$ cat src/rtl/ysyx_22050710_ifu.sv
// Instruction fetch unit: single-outstanding imem requester feeding a small
// {pc, inst} FIFO toward decode, flushed by execute redirects.
`default_nettype none

module ysyx_22050710_ifu #(
  parameter logic [63:0] RESET_PC  = 64'h0000_0000_8000_0000,
  parameter int unsigned BUF_DEPTH = 2
) (
  input  logic        i_clk,
  input  logic        i_rst,
  output logic        o_imem_req_valid,
  input  logic        i_imem_req_ready,
  output logic [63:0] o_imem_req_addr,
  input  logic        i_imem_resp_valid,
  input  logic [31:0] i_imem_resp_data,
  output logic        o_inst_valid,
  input  logic        i_inst_ready,
  output logic [31:0] o_inst,
  output logic [63:0] o_pc,
  input  logic        i_redirect,
  input  logic [63:0] i_redirect_pc
);

  localparam int unsigned PTR_W = (BUF_DEPTH > 1) ? $clog2(BUF_DEPTH) : 1;
  localparam int unsigned CNT_W = PTR_W + 1;
  localparam logic [CNT_W-1:0] DEPTH_C = CNT_W'(BUF_DEPTH);
  localparam logic [31:0] NOP = 32'h0000_0013;

  localparam logic [1:0] S_REQ  = 2'd0;
  localparam logic [1:0] S_WAIT = 2'd1;
  localparam logic [1:0] S_DROP = 2'd2;

  logic [1:0]       state_q, state_d;
  logic [63:0]      pc_f_q, pc_f_d;
  logic [63:0]      req_pc_q, req_pc_d;
  logic [PTR_W-1:0] rd_ptr_q, rd_ptr_d;
  logic [PTR_W-1:0] wr_ptr_q, wr_ptr_d;
  logic [CNT_W-1:0] count_q, count_d;
  logic [63:0]      buf_pc_q   [BUF_DEPTH];
  logic [31:0]      buf_inst_q [BUF_DEPTH];

  logic req_hs, push, pop, fifo_nonempty;
  logic unused_redirect_lsbs;

  assign unused_redirect_lsbs = ^i_redirect_pc[1:0];

  assign fifo_nonempty    = (count_q != '0);
  assign o_imem_req_valid = (state_q == S_REQ) && (count_q < DEPTH_C) && !i_rst;
  assign o_imem_req_addr  = pc_f_q;
  assign req_hs           = o_imem_req_valid && i_imem_req_ready;

  // A redirect flushes the FIFO, so it also cancels any same-cycle push or pop.
  assign push = (state_q == S_WAIT) && i_imem_resp_valid && !i_redirect;
  assign pop  = fifo_nonempty && i_inst_ready && !i_redirect;

  assign o_inst_valid = fifo_nonempty;
  assign o_inst       = fifo_nonempty ? buf_inst_q[rd_ptr_q] : NOP;
  assign o_pc         = fifo_nonempty ? buf_pc_q[rd_ptr_q]   : '0;

  always_comb begin
    state_d  = state_q;
    pc_f_d   = pc_f_q;
    req_pc_d = req_pc_q;
    unique case (state_q)
      S_REQ: begin
        if (req_hs) begin
          state_d  = i_redirect ? S_DROP : S_WAIT;
          pc_f_d   = pc_f_q + 64'd4;
          req_pc_d = pc_f_q;
        end
      end
      S_WAIT: begin
        if (i_imem_resp_valid) state_d = S_REQ;
        else if (i_redirect)   state_d = S_DROP;
      end
      S_DROP: begin
        if (i_imem_resp_valid) state_d = S_REQ;
      end
      default: state_d = S_REQ;
    endcase
    if (i_redirect) pc_f_d = {i_redirect_pc[63:2], 2'b00};
  end

  always_comb begin
    rd_ptr_d = rd_ptr_q;
    wr_ptr_d = wr_ptr_q;
    count_d  = count_q;
    if (i_redirect) begin
      rd_ptr_d = '0;
      wr_ptr_d = '0;
      count_d  = '0;
    end else begin
      if (push) wr_ptr_d = wr_ptr_q + PTR_W'(1);
      if (pop)  rd_ptr_d = rd_ptr_q + PTR_W'(1);
      if (push && !pop)      count_d = count_q + CNT_W'(1);
      else if (pop && !push) count_d = count_q - CNT_W'(1);
    end
  end

  always_ff @(posedge i_clk) begin
    if (i_rst) begin
      state_q  <= S_REQ;
      pc_f_q   <= RESET_PC;
      req_pc_q <= '0;
      rd_ptr_q <= '0;
      wr_ptr_q <= '0;
      count_q  <= '0;
    end else begin
      state_q  <= state_d;
      pc_f_q   <= pc_f_d;
      req_pc_q <= req_pc_d;
      rd_ptr_q <= rd_ptr_d;
      wr_ptr_q <= wr_ptr_d;
      count_q  <= count_d;
    end
  end

  // Storage needs no reset: entries are only visible while count is nonzero.
  always_ff @(posedge i_clk) begin
    if (!i_rst && push) begin
      buf_pc_q[wr_ptr_q]   <= req_pc_q;
      buf_inst_q[wr_ptr_q] <= i_imem_resp_data;
    end
  end

endmodule

`default_nettype wire

$ cat config.mk
export PLATFORM = sky130hd
export DESIGN_NAME = ysyx_22050710_ifu
export DESIGN_NICKNAME = d
export VERILOG_FILES = /design/src/rtl/ysyx_22050710_ifu.sv
export SDC_FILE = /design/constraint.sdc
export NUM_CORES = 1
export LEC_CHECK = 0
export ABC_AREA = 1
export BUFFER_PORTS_ARGS = -buffer_cell sky130_fd_sc_hd__buf_2
export CORE_MARGIN = 1
export CORE_UTILIZATION = 35
export DETAILED_ROUTE_END_ITERATION = 6
export SLEW_MARGIN = 0
export SYNTH_ARGS = -nofsm -noshare
export SYNTH_HDL_FRONTEND = slang
export SYNTH_SLANG_ARGS = --single-unit
$ cat constraint.sdc
create_clock -name i_clk -period 16.9 [get_ports i_clk]
set_clock_uncertainty 0.2 [all_clocks]
set_input_delay 0.845 -clock i_clk [delete_from_list [all_inputs] [get_ports i_clk]]
set_output_delay 0.845 -clock i_clk [all_outputs]
set_load 0.03 [all_outputs]
# Yosys cells after proc, flatten, opt, wreduce, memory -nomap -nowiden
# Memories as Yosys holds them, arrays and structs flattened. A register that Yosys moved wholly into a read port is not among the register bits.
# Index checks and enable logic that the tools add are counted.
# totals
regBits	134
n_memories	2
out_inout_bits	162
elab_cells	62
mem_bits_rw	192
inputBits	102
# mem_list
memory	depth	width	rd	rd_ports_with_merged_regs	wr	line_no	rtl
buf_pc_q	2	64	1	1	1	39	logic [63:0] buf_pc_q [BUF_DEPTH];
buf_inst_q	2	32	1	1	1	40	logic [31:0] buf_inst_q [BUF_DEPTH];
# classes
add_sub_neg	5
n_reduce_logical	23
n_lt_le_gt_ge	1
n_mux	19
n_eq_ne	5
# ops
operator	n
64-bit two-way mux	4
64-bit by 3-bit adder with 64-bit output, second input constant	1
32-bit two-way mux	1
2-bit two-way mux	7
1-bit logical AND	10
2-bit nonzero test	4
1-bit two-way mux	6
2-bit case mux with 3 select lines	1
1-bit logical NOT	4
2-bit != test, second input constant	2
2-bit AND reduction	2
3-bit != test, second input constant	1
3-bit AND reduction	1
1-bit adder, second input constant	2
2-bit by 1-bit adder with 2-bit output, second input constant	1
2-bit by 1-bit == test with 1-bit output, second input constant	1
2-bit == test, second input constant	1
2-bit logical NOT	1
2-bit less-than comparator, second input constant	1
2-bit OR reduction	1
2-bit by 1-bit subtractor with 2-bit output, second input constant	1

# Depth between registers and ports, before layout
# Gate-level depths: netlist (run 1).
# logic_depth
word_depth	7
ltp_mapped	12
depth_no_buf	12

# Worst setup path before layout (run 1)
# Ideal clock, no wire load.
# synth_path
path_type	input to register
startpoint	in i_redirect
endpoint	mem buf_inst_q[0][0] (enable)
n_path_buf	2
cell_stages	5
arrival_ns	7.831
setup_ns	0.662
setup_slack_ns	8.207
required_ns	16.038
cell_sequence	clkbuf_1 buf_2 nor2_1 inv_1 nor3_1
# synth_between
elab_chain_len	5
# synth_rtl
item	line_no	rtl
start: declaration	20	input logic i_redirect,
1-bit logical NOT	53	assign push = (state_q == S_WAIT) && i_imem_resp_valid && !i_redirect;
1-bit logical AND	53	
1-bit logical AND	120	if (!i_rst && push) begin
1-bit two-way mux	120	
1-bit two-way mux (not written as such)	122	buf_inst_q[wr_ptr_q] <= i_imem_resp_data;
end: declaration	40	
# Every way passes these cells.

# Final worst setup path (run 1)
# layout_path
startpoint	reg count_q[0]
endpoint	out o_inst[4]
# layout_between
elab_chain_len	2
# layout_rtl
item	line_no	rtl
start: declaration	38	logic [CNT_W-1:0] count_q, count_d;
start signal: assignment	114	count_q <= count_d;
2-bit nonzero test	47	assign fifo_nonempty = (count_q != '0);
32-bit two-way mux	57	assign o_inst = fifo_nonempty ? buf_inst_q[rd_ptr_q] : NOP;
end: declaration	18	output logic [31:0] o_inst,
# Every way passes these cells.

==> qor.txt, run 1 <==
DP Worst Slack: 13.12 ns
Crit Path Max Fanout: 52
Seq cells post-synth: 319
First-pass GRT wire length: 65900 µm
Initial antenna violation count: 1
Global route overflow: 0
Initial core utilization: 0.358
Netlist Area Pre-Place: 14000 µm²
Syn. warnings: 0
Avg Inst Size Synth: 8.65 µm²
CTS H-tree depth: 2
Status: finished clean
Die Width: 202 µm
Final std cells w/o fill: 2388
Final #Nets: 1949
DIE HEIGHT: 202 µm
WS Path Type: flip-flop to output port
Max Cap Violations: 0
Pre-antenna DRT Iters: 7
Fin util: 0.432
Final worst slack: 12.82 ns
Share of layout cells above drive strength 1: 0.190
Worst skew pair latency: 0.52 ns
Met2 Usage GRT: 0.326
Num Clock Sinks: 319
Max-slew violation count: 0
Drt wl/cell: 18.3 µm
Finished Cell Area: 16800 µm²
Max clock buf depth: 3
Final worst-path cycle share: 0.241
GR Util met1: 0.306
Most Used Layer, Global Route: met2
Dpl cell area: 15700 µm²
Register area share after synthesis: 0.592
Largest net degree at the start of global routing: 110
Hold Violations, Final: 0
Post-DP HPWL: 30500 µm
Met3 Use GR: 0.0332
Num rows: 72
Slew HR: 0.280
WP data required: 15.85 ns
Core area: 39000 µm²
Final setup vio count: 0
Syn Inst Count: 1614
Crit path DAT: 3.03 ns
CP Capture Type: output port
Vias in the first global route: 11000
CTS tree: yes
Max frequency: 245 MHz
Area growth from synthesis to layout: 20.6%
Placed insts: 2326
Vias: 11800
Final WL: 43800 µm
# Post-CTS Setup Buffers: 0
RSZ-0062 raised after global routing: no
Starting DRC count in detailed routing: 806
Final worst path period need: 4.08 ns
# DRC: 0
TNS Setup: 0 ns
Number of buffers created by CTS: 35
Hold buffers post-CTS: 0
Post_cts resized: 0
Gpl congestion: 0.916
Power density cells: 104 nW/µm²
Clk slew on worst S/H paths: 0.06 ns
Slew at the pin with the worst max-slew slack: 1.08 ns
Fill cell count: 3875
Hold/Removal Path Class: flip-flop to flip-flop
Static Leak: 6.72 nW
Num ports: 264
Maximum vdd ir drop: 0.0607 mV
Post-route ant nets: 0
Root buf cell: clkbuf_16
Die Area: 40700 µm²
CP startpoint kind: flip-flop
Synth unique cells: 33
Vias per cell: 4.94
Total Routing Usage GR: 0.212
IO Port Bufs: 257
cell type report:
| type | count | area [µm²] | share of cell area |
|---|---|---|---|
| Inverter | 133 | 499 | 0.0297 |
| Tap cell | 518 | 648 | 0.0385 |
| Sequential cell | 319 | 8270 | 0.491 |
| Clock inverter | 15 | 134 | 0.00795 |
| Multi-Input combinational cell | 1085 | 4880 | 0.290 |
| Antenna cell | 2 | 5.00 | 0.000297 |
| Timing Repair Buffer | 271 | 1390 | 0.0827 |
| Clock buffer | 45 | 1010 | 0.0598 |
cell usage after synthesis:
master | n | area share
nand2_4 | 2 | 0.0016
nand4_1 | 5 | 0.0022
nand3_2 | 1 | 0.00072
inv_2 | 5 | 0.0013
or2_2 | 1 | 0.00045
nand3_1 | 67 | 0.024
buf_1 | 6 | 0.0016
conb_1 | 1 | 0.00027
o21ai_1 | 8 | 0.0029
ha_1 | 2 | 0.0018
o2111ai_1 | 1 | 0.00063
nand2_2 | 5 | 0.0022
nand3b_1 | 3 | 0.0016
nor2_8 | 1 | 0.0014
clkbuf_1 | 49 | 0.013
a22o_1 | 2 | 0.0013
inv_1 | 128 | 0.034
a31oi_1 | 14 | 0.0063
nor2_1 | 136 | 0.037
xor2_1 | 18 | 0.011
o211ai_1 | 1 | 0.00054
edfxtp_1 | 188 | 0.40
a21oi_2 | 1 | 0.00063
nand2_1 | 485 | 0.13
o21ai_0 | 108 | 0.039
nor2_4 | 1 | 0.00081
buf_2 | 20 | 0.0072
dfxtp_1 | 131 | 0.19
nor2_2 | 8 | 0.0036
nor3_1 | 2 | 0.00072
xnor2_1 | 5 | 0.0031
a21oi_1 | 204 | 0.073
buf_4 | 5 | 0.0027
where the power goes:
part / internal (mW) / total [mW] / switching, mW
Combinational: 0.0348 / 0.118 / 0.0836
Sequential: 0.842 / 0.866 / 0.0241
Clock: 0.452 / 0.760 / 0.308
Total: 1.33 / 1.74 / 0.416
cells by family (layout without fill, tap and decap cells):
family / after synthesis / count (layout) / share of synthesized area
simple gates: 717 / 717 / 0.206
buf+inv: 213 / 464 / 0.0604
compound gates: 339 / 339 / 0.124
flops: 319 / 319 / 0.592
fa+ha+maj: 2 / 2 / 0.00179
other cells: 1 / 6 / 0.000269
xor+xnor: 23 / 23 / 0.0144
cells in the final DEF (no fill, tap or decap), types with 4 or more instances in the layout:
| master | Yosys | routed |
|---|---|---|
| edfxtp_1 | 188 | 188 |
| xor2_1 | 18 | 18 |
| conb_1 | 1 | 4 |
| nor2_2 | 8 | 7 |
| inv_2 | 5 | 6 |
| clkinv_1 | 0 | 4 |
| o21ai_1 | 8 | 8 |
| o21ai_0 | 108 | 108 |
| buf_4 | 5 | 14 |
| nand4_1 | 5 | 5 |
| clkbuf_1 | 49 | 4 |
| nor2_1 | 136 | 135 |
| clkinv_2 | 0 | 5 |
| nand2_1 | 485 | 485 |
| nand3_1 | 67 | 67 |
| a21oi_1 | 204 | 204 |
| buf_2 | 20 | 257 |
| clkbuf_16 | 0 | 38 |
| inv_1 | 128 | 126 |
| a31oi_1 | 14 | 14 |
| xnor2_1 | 5 | 5 |
| nand2_2 | 5 | 5 |
| dfxtp_1 | 131 | 130 |
worst paths after layout:
check,from,endpoint,slack (ns),cells after the start
setup / recovery,count_q[0],o_inst[4],12.82,5
hold / removal,req_pc_q[54],buf_pc_q[0][54],0.25,0
setup reg to reg,count_q[0],count_q[1],13.55,9
hold reg to reg,req_pc_q[54],buf_pc_q[0][54],0.25,0
worst max-delay path: stages, from the launching register on:
cell and delay, ns:
dfxtp_1 0.35, nor2_4 0.78, buf_4 0.67, inv_1 0.34
nand3_1 0.14, buf_2 0.20
flip-flops by register name, summed over array words and instances (netlist names), named ones only:
name / flops
buf_pc_q: 124
buf_inst_q: 64
o_imem_req_addr: 62
req_pc_q: 62
count_q: 2
state_q: 2
rd_ptr_q: 1
wr_ptr_q: 1
per-stage QoR:
step,hold WS (ns),total power [mW]
2_1_floorplan,0.220,0.948
3_3_place_gp,0.228,0.997
3_5_place_dp,0.230,1.00
4_1_cts,0.247,1.76
5_1_grt,0.251,1.80
6_report,0.248,1.74
layer usage:
layer | vias up | wire length [µm]
met1 | 5549 | 20600
met4 | 0 | 1120
met2 | 380 | 19500
li1 | 5793 | -
met5 | - | 0
met3 | 65 | 2540
Note: power is estimated with default switching activity, not from simulation.
==> inputs of run 2 (changes only) <==
Clock period 16.9 ns to 4 ns, I/O delays scaled along.
==> run 2 against run 1 <==
Sequential share of layout area decreased by 2.9 points. Worst hold slack got worse by 0.13 ns. Critical path depth unchanged. Die area unchanged. Core utilization increased by 2.7 points. Register-to-register slack got worse by 12 ns. Combinational power increased to 4.9 times the previous value. Count of clock-buffer cells in the layout increased by 4. Final cell count increased by 4.2%. Critical path type unchanged. Largest power group unchanged. Highest routed layer unchanged.
==> qor.txt, run 2 (synthesis results as in run 1) <==
Gpl congestion: 0.920 (+0.49%)
Static Leak: 7.18 nW (+6.8%)
Final setup vio count: 0 (unchanged)
Fill cell count: 3766 (-2.8%)
Clk slew on worst S/H paths: 0.07 ns (about the same)
CTS H-tree depth: 2 (unchanged)
Core area: 39000 µm² (unchanged)
Num Clock Sinks: 319 (unchanged)
Slew HR: 0.348 (+0.0672)
Post-route ant nets: 0 (unchanged)
DIE HEIGHT: 202 µm (unchanged)
Die Area: 40700 µm² (unchanged)
Power Internal: 5.80 mW (+340%)
CTS tree: yes
Status: finished clean
Most common cell after layout, fill and taps aside: nand2_1
Most frequent cells in the layout: 485 x nand2_1, 257 x buf_2, 204 x a21oi_1, 188 x edfxtp_1, 135 x nor2_1
Starting DRC count in detailed routing: 804 (-0.25%)
Wl on met1: 20900 µm (+1.3%)
Placed insts: 2331 (+0.21%)
Max Cap Violations: 0 (unchanged)
Worst skew pair latency: 0.52 ns (about the same)
Hold path start: i_imem_req_ready
Origin of the critical flop-to-flop path: count_q[1]
Slew at the pin with the worst max-slew slack: 0.977 ns (-0.102 ns)
WP data required: 3.60 ns (-12.25 ns)
Initial core utilization: 0.358 (unchanged)
Area growth from synthesis to layout: 28.3%
Number of buffers created by CTS: 35 (unchanged)
Power density cells: 422 nW/µm² (+310%)
Dpl cell area: 15800 µm² (+0.48%)
Largest net degree at the start of global routing: 75 (-32%)
Total Routing Usage GR: 0.216 (+0.00439)
Top sig layer: met4
Vias in the first global route: 11300 (+2.9%)
IO Port Bufs: 257 (unchanged)
Hold buffers post-CTS: 96 (+96)
Max clock buf depth: 3 (unchanged)
Final #Nets: 2050 (+5.2%)
Vias: 12100 (+2.9%)
Hold Violations, Final: 0 (unchanged)
Post-DP HPWL: 31100 µm (+2.1%)
Met3 WL: 2510 µm (-1.3%)
Share of layout cells above drive strength 1: 0.179 (-0.0102)
Vias per cell: 4.87 (-1.3%)
Num rows: 72 (unchanged)
Final worst path period need: 3.01 ns
Final std cells w/o fill: 2488 (+4.2%)
Finished Cell Area: 17900 µm² (+6.3%)
Fin util: 0.459 (+0.0273)
Top Registers: buf_pc_q x124, buf_inst_q x64
Total power: 7.55 mW (+330%)
Drt wl/cell: 18.1 µm (-1.5%)
Die Width: 202 µm (unchanged)
Pre-antenna DRT Iters: 6 (-1)
Met2 routed WL: 20400 µm (+4.3%)
Number of flip-flops in the largest register: 124 (unchanged)
Hold/Removal Path Class: input pin to flip-flop
CP Capture Type: output port
Final worst-path cycle share: 0.753
Register name with the most flops: buf_pc_q
Switching share of power: 0.232 (-0.00633)
# Post-CTS Setup Buffers: 0 (unchanged)
P_sw: 1.75 mW (+320%)
Global route overflow: 0 (unchanged)
# DRC: 0 (unchanged)
Crit path DAT: 2.61 ns (-0.42 ns)
Post_cts resized: 0 (unchanged)
First-pass GRT wire length: 67100 µm (+1.8%)
Max frequency: 332 MHz
Root buf cell: clkbuf_16
Maximum vdd ir drop: 0.261 mV (+330%)
Final WL: 44900 µm (+2.6%)
Num ports: 264 (unchanged)
Hold_ws: 0.117 ns (-0.131 ns)
WS Path Type: flip-flop to output port
CP startpoint kind: flip-flop
Crit Path Max Fanout: 65 (+25%)
Reg power frac: 0.485 (-0.012)
RSZ-0062 raised after global routing: no
Initial antenna violation count: 1 (unchanged)
Max-slew violation count: 0 (unchanged)
Comb power frac: 0.077 (+0.009)
Clock Power Share: 0.438 (+0.002)
Setup slack, reg-to-reg: 1.37 ns (-12.18 ns)
==> run 2: changes by cell type in the layout (fill, tap and decap cells not counted), sizes merged <==
cell / delta
dlygate4sd3: +96
buf: +5
clkbuf: +4
clkinvlp: -3
bufinv: +2
clkinv: -2
diode: -1
inv: -1
==> run 2: stage by stage <==
stage | TNS, ns | worst slack [ns]
after floorplan | -212.89 | -1.13
after global routing | 0 | 0.860
final | 0 | 0.989
after CTS | 0 | 0.937
after detailed placement | 0 | 1.23
after global placement | 0 | 1.31
==> run 2: cell type report <==
class / count / area (µm²) / share of cell area
antenna: 1 / 2.50 / 0.000140
sequential: 319 / 8270 / 0.462
inverter: 133 / 499 / 0.0279
timing repair buffer: 372 / 2410 / 0.135
multi-input combinational: 1085 / 4890 / 0.273
clock inverter: 11 / 149 / 0.00832
tap: 518 / 648 / 0.0362
clock buffer: 49 / 1020 / 0.0571
==> run 2: routing by layer <==
layer / track usage / up-vias
li1: - / 5989
met1: 0.308 / 5661
met2: 0.336 / 401
met3: 0.0305 / 73
met4: 0.0701 / 0
met5: 0 / -
==> run 2: critical path, stage by stage, from the launching register on <==
cell     delay (ns)
dfxtp_4        0.58
inv_2          0.13
buf_4          0.59
nand2_1        0.10
a21oi_1        0.36
buf_2          0.27
==> run 2: worst paths after layout <==
path / end / depth (start not counted)
worst max-delay path: o_pc[56] / 5
worst min-delay path: req_pc_q[21] / 4
worst max register to register: o_imem_req_addr[54] / 6
worst min register to register: buf_pc_q[1][39] / 0
==> run 2: power by group through the flow <==
stage	Clock [mW]	Sequential [mW]	Combinational [mW]
floorplan	0	3.76	0.243
global placement	0	3.73	0.492
detailed placement	0	3.73	0.500
CTS	3.37	3.66	0.576
global route	3.50	3.67	0.633
finish	3.31	3.66	0.580
==> inputs of run 3 (changes only) <==
Clock period 4 ns to 3 ns, I/O delays scaled along.
==> run 3 against run 2 <==
Final area rose by 0.94%. Sequential cell count did not move. Via count rose by 0.40%. Sequential power rose by 33%. Register-to-register slack got worse by 0.90 ns. Core utilization rose by 0.43 points. Critical path depth rose by 4. Global-route usage fell by 0.075 points. Count of clock-buffer cells in the layout did not move. Final cell count rose by 0.96%. Total power rose by 30%.
==> qor.txt, run 3 (synthesis results as in run 1) <==
Dpl cell area: 15800 µm² (+0.38%)
Power Internal: 7.44 mW (+28%)
Power density cells: 544 nW/µm² (+29%)
Crit path DAT: 2.80 ns (+0.19 ns)
Clock Power Share: 0.422 (-0.016)
Die Area: 40700 µm² (unchanged)
Hold Path Depth: 2 (-2)
Share of layout cells above drive strength 1: 0.179 (-0.000242)
RSZ-0062 raised after global routing: no
Register name with the most flops: buf_pc_q
Max frequency: 395 MHz
CTS H-tree depth: 2 (unchanged)
Num ports: 264 (unchanged)
Crit Path Max Fanout: 7 (-89%)
Pre-antenna DRT Iters: 7 (+1)
Final setup vio count: 0 (unchanged)
Clk slew on worst S/H paths: 0.06 ns (about the same)
Largest net degree at the start of global routing: 92 (+23%)
Most frequent cells in the layout: 485 x nand2_1, 257 x buf_2, 204 x a21oi_1, 188 x edfxtp_1, 134 x nor2_1
Total power: 9.83 mW (+30%)
Area growth from synthesis to layout: 29.5%
Gpl congestion: 0.911 (-0.97%)
Post-DP HPWL: 31000 µm (-0.41%)
Num rows: 72 (unchanged)
Die Width: 202 µm (unchanged)
CP startpoint kind: flip-flop
N_diodes: 0 (-1)
Post-route ant nets: 0 (unchanged)
Worst skew pair latency: 0.52 ns (about the same)
WP data required: 3.26 ns (-0.34 ns)
Final WL: 44500 µm (-0.89%)
Num Clock Sinks: 319 (unchanged)
Switching share of power: 0.243 (+0.0111)
Static Leak: 7.27 nW (+1.2%)
Comb power frac: 0.082 (+0.005)
Vias: 12200 (+0.40%)
Finished Cell Area: 18100 µm² (+0.94%)
Final worst path period need: 2.53 ns
Fill cell count: 3827 (+1.6%)
Hold/Removal Path Class: input pin to flip-flop
Slew HR: 0.582 (+0.235)
Reg area: 8270 µm² (unchanged)
# DRC: 0 (unchanged)
Drt wl/cell: 17.7 µm (-1.8%)
Initial core utilization: 0.358 (unchanged)
Final #Nets: 2070 (+0.98%)
Core area: 39000 µm² (unchanged)
Initial antenna violation count: 0 (-1)
Hold Violations, Final: 0 (unchanged)
Slew at the pin with the worst max-slew slack: 0.624 ns (-0.353 ns)
Vias per cell: 4.85 (-0.56%)
DP Worst Slack: 0.818 ns (-0.412 ns)
WS Path Type: flip-flop to flip-flop
Number of flip-flops in the largest register: 124 (unchanged)
First-pass GRT wire length: 66800 µm (-0.36%)
Maximum vdd ir drop: 0.407 mV (+56%)
Max-slew violation count: 0 (unchanged)
Area of the multi-input gates: 4900 µm² (+0.26%)
Global route overflow: 0 (unchanged)
Starting DRC count in detailed routing: 997 (+24%)
CP Capture Type: flip-flop
Final worst slack: 0.466 ns (-0.524 ns)
Status: finished clean
IO Port Bufs: 257 (unchanged)
Reg power frac: 0.497 (+0.012)
CTS tree: yes
Number of buffers created by CTS: 36 (+2.9%)
Root buf cell: clkbuf_16
Post_cts resized: 0 (unchanged)
Vias in the first global route: 11400 (+0.57%)
Max clock buf depth: 3 (unchanged)
P_sw: 2.39 mW (+36%)
DIE HEIGHT: 202 µm (unchanged)
Top Registers: buf_pc_q x124, buf_inst_q x64
Total Routing Usage GR: 0.215 (-0.000748)
Final worst-path cycle share: 0.845
Most common cell after layout, fill and taps aside: nand2_1
Max Cap Violations: 0 (unchanged)
R2R depth: 9 (+3)
==> run 3: repair_timing <==
| item | CTS | global route |
|---|---|---|
| buffers inserted | 0 | 0 |
| endpoints found under the setup margin | 0 | 0 |
| hold endpoints to repair | 138 | 0 |
| hold buffers | 114 | 0 |
==> run 3: final timing paths <==
| kind | start | to | slack [ns] |
|---|---|---|---|
| setup / recovery | o_imem_req_addr[3] | o_imem_req_addr[18] | 0.47 |
| hold / removal | i_imem_resp_data[1] | buf_inst_q[0][1] | 0.16 |
| setup reg to reg | o_imem_req_addr[3] | o_imem_req_addr[18] | 0.47 |
| hold reg to reg | req_pc_q[60] | buf_pc_q[1][60] | 0.25 |
==> run 3: cell type report <==
| class | instances | area share |
|---|---|---|
| Sequential cell | 319 | 0.458 |
| Multi-Input combinational cell | 1085 | 0.271 |
| Timing Repair Buffer | 391 | 0.146 |
| Clock buffer | 49 | 0.0543 |
| Tap cell | 518 | 0.0359 |
| Inverter | 133 | 0.0278 |
| Clock inverter | 17 | 0.00672 |
==> run 3: metrics by stage <==
stage	setup TNS, ns	hold WS (ns)	utilization	instances
3_3_place_gp	0	0.139	0.406	2332
4_1_cts	0	0.134	0.463	2512
6_report	0	0.160	0.463	2512
5_1_grt	0	0.150	0.463	2512
3_5_place_dp	0	0.141	0.406	2332
2_1_floorplan	-92.79	0.0489	-	1617
==> run 3: worst max-delay path: stages (launching register included) <==
cell           delay, ns
dfxtp_1             0.41
ha_1                0.24
nand2_2             0.08
nor2_2              0.24
nand2_4             0.13
nor2_8              0.25
xor2_1              0.17
nand2_1             0.07
a31oi_1             0.13
dlygate4sd3_1       0.56
==> run 3: metal layers <==
| metal | part of all wire | routed length (µm) | global-route usage |
|---|---|---|---|
| met3 | 0.060 | 2670 | 0.0309 |
| met4 | 0.029 | 1300 | 0.0712 |
| met2 | 0.45 | 19900 | 0.333 |
| met5 | 0 | 0 | 0 |
| met1 | 0.46 | 20600 | 0.308 |
==> run 3: power by group through the flow <==
| stage | clock (mW) | combinational, mW | sequential, mW |
|---|---|---|---|
| 2_1_floorplan | 0 | 0.329 | 5.02 |
| 3_3_place_gp | 0 | 0.670 | 4.96 |
| 3_5_place_dp | 0 | 0.678 | 4.97 |
| 4_1_cts | 4.24 | 0.798 | 4.88 |
| 5_1_grt | 4.40 | 0.871 | 4.89 |
| 6_report | 4.14 | 0.803 | 4.88 |
